[config.mk]
export PLATFORM = sky130hd
export DESIGN_NAME = serial_loader
export DESIGN_NICKNAME = d
export VERILOG_FILES = /design/src/rtl/serial_loader.sv
export SDC_FILE = /design/constraint.sdc
export NUM_CORES = 1
export LEC_CHECK = 0
export ABC_AREA = 1
export CORE_UTILIZATION = 50
export DETAILED_ROUTE_END_ITERATION = 10
export PLACE_DENSITY = 0.73
export SYNTH_ARGS = -nofsm -noshare
export SYNTH_HDL_FRONTEND = slang
export SYNTH_SLANG_ARGS = --single-unit
[constraint.sdc]
create_clock -name clk -period 1.25 [get_ports clk]
set_input_delay 0.25 -clock clk [delete_from_list [all_inputs] [get_ports clk]]
set_output_delay 0.25 -clock clk [all_outputs]
set_load 0.03 [all_outputs]
[src/rtl/serial_loader.sv]
// serial_loader
//   Serial-to-parallel front end. Detects a start bit (0), shifts in WIDTH
//   data bits LSB first, checks the stop bit (1) and presents each correctly
//   framed word on data_out with a single-cycle load strobe for the
//   downstream holding register. Malformed frames give a frame_err pulse.
//
//   Optional feature: define SERIAL_LOADER_PARITY_EN to expect one parity
//   bit between the last data bit and the stop bit.
//
// Ports
//   clk          : clock, rising edge
//   reset        : synchronous, active-high
//   serial_in    : serial line bit, sampled when serial_valid = 1
//   serial_valid : qualifies serial_in; 0 = stall cycle
//   data_out     : last correctly framed word (held between loads)
//   load         : one-cycle strobe marking a new data_out
//   busy         : frame in progress (FSM not idle)
//   frame_err    : one-cycle pulse when a frame is rejected
module serial_loader #(
    parameter int unsigned WIDTH = 4
) (
    input  logic             clk,
    input  logic             reset,
    input  logic             serial_in,
    input  logic             serial_valid,
    output logic [WIDTH-1:0] data_out,
    output logic             load,
    output logic             busy,
    output logic             frame_err
);

    localparam int unsigned CNT_W = $clog2(WIDTH) + 1;

`ifdef SERIAL_LOADER_PARITY_EN
    typedef enum logic [1:0] {
        IDLE = 2'd0,
        DATA = 2'd1,
        PAR  = 2'd2,
        STOP = 2'd3
    } state_t;
`else
    typedef enum logic [1:0] {
        IDLE = 2'd0,
        DATA = 2'd1,
        STOP = 2'd3
    } state_t;
`endif

    state_t             state_q,     state_d;
    logic [CNT_W-1:0]   bit_cnt_q,   bit_cnt_d;
    logic [WIDTH-1:0]   shift_q,     shift_d;
    logic [WIDTH-1:0]   data_out_q,  data_out_d;
    logic               load_q,      load_d;
    logic               busy_q,      busy_d;
    logic               frame_err_q, frame_err_d;
    logic               par_err_q,   par_err_d;

    always_comb begin
        state_d     = state_q;
        bit_cnt_d   = bit_cnt_q;
        shift_d     = shift_q;
        data_out_d  = data_out_q;
        par_err_d   = par_err_q;
        load_d      = 1'b0;
        frame_err_d = 1'b0;

        if (serial_valid) begin
            unique case (state_q)
                IDLE: begin
                    if (!serial_in) begin
                        state_d   = DATA;
                        bit_cnt_d = '0;
                        shift_d   = '0;
                        par_err_d = 1'b0;
                    end
                end
                DATA: begin
                    for (int unsigned i = 0; i < WIDTH; i++) begin
                        if (bit_cnt_q == CNT_W'(i)) shift_d[i] = serial_in;
                    end
                    bit_cnt_d = bit_cnt_q + CNT_W'(1);
                    if (bit_cnt_q == CNT_W'(WIDTH - 1)) begin
`ifdef SERIAL_LOADER_PARITY_EN
                        state_d = PAR;
`else
                        state_d = STOP;
`endif
                    end
                end
`ifdef SERIAL_LOADER_PARITY_EN
                PAR: begin
                    // Expected parity bit is the XNOR reduction of the word.
                    par_err_d = (serial_in != ~^shift_q);
                    state_d   = STOP;
                end
`endif
                STOP: begin
                    state_d = IDLE;
                    if (serial_in && !par_err_q) begin
                        data_out_d = shift_q;
                        load_d     = 1'b1;
                    end else begin
                        frame_err_d = 1'b1;
                    end
                end
                default: state_d = IDLE;
            endcase
        end

        busy_d = (state_d != IDLE);
    end

    always_ff @(posedge clk) begin
        if (reset) begin
            state_q     <= IDLE;
            bit_cnt_q   <= '0;
            shift_q     <= '0;
            data_out_q  <= '0;
            load_q      <= 1'b0;
            busy_q      <= 1'b0;
            frame_err_q <= 1'b0;
            par_err_q   <= 1'b0;
        end else begin
            state_q     <= state_d;
            bit_cnt_q   <= bit_cnt_d;
            shift_q     <= shift_d;
            data_out_q  <= data_out_d;
            load_q      <= load_d;
            busy_q      <= busy_d;
            frame_err_q <= frame_err_d;
            par_err_q   <= par_err_d;
        end
    end

    assign data_out  = data_out_q;
    assign load      = load_q;
    assign busy      = busy_q;
    assign frame_err = frame_err_q;

endmodule

Word level (Yosys, flattened, before mapping):

Index checks and enable logic that the tools add are counted.

* register bits after elaboration: 16
* logic and storage cells: 48

* $add $sub $neg: 1
* equality and inequality tests: 10
* muxes and demuxes: 14
* bitwise gates (word level): 2
* reductions and logical operators: 11

Operator list (number)
* $reduce_and A4 Y1: 4
* $ne A2 B2 Y1 const B: 5
* $pmux W4 S2: 1
* $eq A3 B2 Y1 const B: 2
* $mux W1: 6
* $mux W2: 3
* $pmux W3 S2: 1
* $reduce_and A3 Y1: 2
* $mux W4: 1
* $pmux W2 S2: 1
* $reduce_bool A2 Y1: 2
* $add A3 B1 Y3 const B: 1
* $eq A3 B1 Y1 const B: 1
* $logic_not A3 Y1: 1
* $mux W3: 1
* $reduce_or A3 Y1: 1
* $eq A2 B1 Y1 const B: 1
* $eq A2 B2 Y1 const B: 1
* $logic_not A2 Y1: 1
* $not A1 Y1: 2

Logic depth before layout (Yosys ltp):

* depth in word-level cells: 5
* mapped depth: 8
* gate-level depth less buffers: 8

Worst setup path before layout:

OpenSTA, ideal clock, no wires.

* kind: register to register
* from: register bit_cnt_q[0]
* to: register shift_q[3]
* setup time: 0.113 ns
* arrival: 0.980 ns
* setup slack: 0.157 ns
* cell stages (with the launch flop): 9
* path buffers: 0
* path through: dfxtp_1 > ha_1 > ha_1 > inv_1 > nand2_1 > nand3_1 > nand2_1 > nand2_1 > nor2_1

* longest elaborated chain between the ends: 3

RTL lines
* from (decl): RTL line 50 `logic [CNT_W-1:0] bit_cnt_q, bit_cnt_d;`
* from (signal assigned): RTL line 125 `bit_cnt_q <= bit_cnt_d;`
* $eq A3 B2 Y1: RTL line 79 `if (bit_cnt_q == CNT_W'(i)) shift_d[i] = serial_in;`
* $ne A2 B2 Y1 (no source line)
* $reduce_and A4 Y1 (no source line)
* to (signal assigned): RTL line 126 `shift_q <= shift_d;`
* to (decl): RTL line 51 `logic [WIDTH-1:0] shift_q, shift_d;`

No other way between the ends.
A chain may end at the register's enable or synchronous reset.

Worst setup path after layout:

* from: register load_q (netlist: load)
* to: output load

RTL lines
* from (decl): RTL line 53 `logic load_q, load_d;`
* from (signal assigned): RTL line 128 `load_q <= load_d;`
* to (decl): RTL line 27 `output logic load,`

No word-level cell between the ends.

==> metrics.yaml <==
relSlewSlack: 0.8047
cts_root_buf: "clkbuf_4"
start_util: 0.5460
cts_buffer_depth: 2
final_common_cell: "nand2_1"
num-nets-final: 128
n_fill_cell: 119
finalWirelength_mm: 1.297
post_drt_wl_per_cell_um: 9.752
ant_nets: 0
final.setup.tns_ns: 0
power_density_nw_per_um2: 1140
end_kind: "output port"
dp.cells: 129
die-width_um: 40.16
required_ns: 1.00
h-tree-depth: 1
port_buffers: 10
die-area_um2: 1613
p_switching_uw: 247.7
worst_slack_ns: 0.05922
critPathTopFamily: "buffers and inverters"
power_frac_seq: 0.542
io_pins: 11
drtPass1Iterations: 4
critPathBufInv: 1
hold_path.class: "flip-flop to flip-flop"
rsz0062_at_grt: "no"
core_area_um2: 1334
drt-vias-per-instance: 4.797
cp_slowest_cell: "clkdlybuf4s15_1"
synth.yosys.warnings: 0
pwr-share-comb: 0.117
regArea_um2: 322.8
fin_crit_sh: 0.9526
fmax_mhz: 839.8
multi_input_area_um2: 340.3
post-route-util: 0.6576
syn_avg_cell_area_um2: 7.139
syn-num-nets: 111
dp_hpwl_um: 999.3
syn_inst: 102
die_h_um: 40.16
ys_ff_latch: 16
initialDrtViolationCount: 10
clk_pin_slew_ns: 0.10
drv_slew: 0
crit_fanout: 1
cts_tree: "done"
place_congestion: 0.7830
stdcell_count: 133
vias: 638
insertion_delay_ns: 0.29
placed_cell_area_um2: 863.3
final_cell_mix: "nand2_1, nor2_1, inv_1, dfxtp_1, o21ai_0"
ir_worst_vdd_mv: 1.100
dp_slack_ns: -0.1812
drc: 0
fin_area_um2: 877.1
crit_arrival_ns: 0.94
worstPathCellList: "clkdlybuf4s15_1"
area_delta_synth_final_pct: 20.45
grt_overflow: 0
antennaDiodeCount: 0
worstMarginPinSlew_ns: 0.2927
ys_seq_area_frac: 0.4399
leakage_nw: 0.4409
outcome: "completed"
ys_types: 13
grt_max_degree: 12
setup_violations: 0
swShare: 0.2477
critPathLaunchType: "flip-flop"
maxCapViolCount: 0
slowest_delay_ns: 0.35
crit_type: "flip-flop to output port"
synth_area_um2: 728.2
internal_power_uw: 752.4
grt_pass1_wl_mm: 2.125
cts_made_buffers: 3
grt_pass1_vias: 526
drive_gt1_frac: 0.1525
cts_setup_buffers: 0
clock_skew_ns: 0.01314
cts.sinks: 16
period_needed_ns: 1.191
antenna_found_initial: 0
hold_viol_final: 0
power_frac_clock: 0.342
fp-row-count: 13
grt_util_all_layers: 0.1979
[per-stage QoR]
step           total power, mW  hold slack [ns]
2_1_floorplan           0.6307           0.3191
4_1_cts                  1.010           0.4716
5_1_grt                  1.050           0.4832
6_report                 1.000           0.4587
3_3_place_gp            0.6712           0.4490
3_5_place_dp            0.6736           0.4560
[power groups by stage]
stage / clock network (mW) / logic, mW / registers [mW]
floorplan: 0 / 0.0728 / 0.558
global placement: 0 / 0.118 / 0.553
detailed placement: 0 / 0.120 / 0.554
CTS: 0.350 / 0.118 / 0.542
global route: 0.371 / 0.134 / 0.545
finish: 0.342 / 0.117 / 0.542
[layout make-up]
type,count,share of cell area
Timing Repair Buffer,14,0.1170
Tap cell,15,0.02140
Clock buffer,4,0.04137
Sequential cell,16,0.3680
Multi-Input combinational cell,69,0.3880
Inverter,15,0.06419
[worst paths after layout]
check            endpoint  slack (ns)  depth (start not counted)         start
max                  load        0.06                          1          load
min          bit_cnt_q[0]        0.46                          1  bit_cnt_q[0]
max reg2reg    shift_q[3]        0.07                          8  bit_cnt_q[0]
min reg2reg  bit_cnt_q[0]        0.46                          1  bit_cnt_q[0]
[per-layer routing]
metal,GRT usage,vias up,part of all wire
li1,-,348,-
met1,0.2601,277,0.52
met2,0.2944,9,0.42
met3,0.05000,4,0.042
met4,0.1034,0,0.017
met5,0,-,0
[cells by family after synthesis]
family | share of synthesized area
buffers and inverters | 0.09278
AND/OR/NAND/NOR | 0.2852
adder cells (fa/ha/maj) | 0.08591
AO/OA/AOI/OAI | 0.09622
flip-flops | 0.4399
[state kept, by name (all words and copies together), names as in the netlist]
register,count
data_out,4
shift_q,4
bit_cnt_q,3
state_q,2
busy,1
frame_err,1
load,1
[timing repair]
| item | CTS | global route |
|---|---|---|
| endpoints found under the setup margin | 6 | 7 |
| hold buffers | 0 | 0 |
| resized for setup | 9 | 10 |
| pin swaps | 0 | 0 |
[cells in the mapped netlist (all sizes together)]
cell type | count | area (um2)
a21oi | 6 | 30.03
buf | 1 | 7.510
clkbuf | 1 | 3.750
dfxtp | 16 | 320.3
ha | 5 | 62.56
inv | 15 | 56.30
nand2 | 22 | 82.58
nand3 | 7 | 35.03
nor2 | 20 | 85.08
nor3 | 1 | 5.000
o21ai | 8 | 40.04
(Power assumes the default switching activity.)
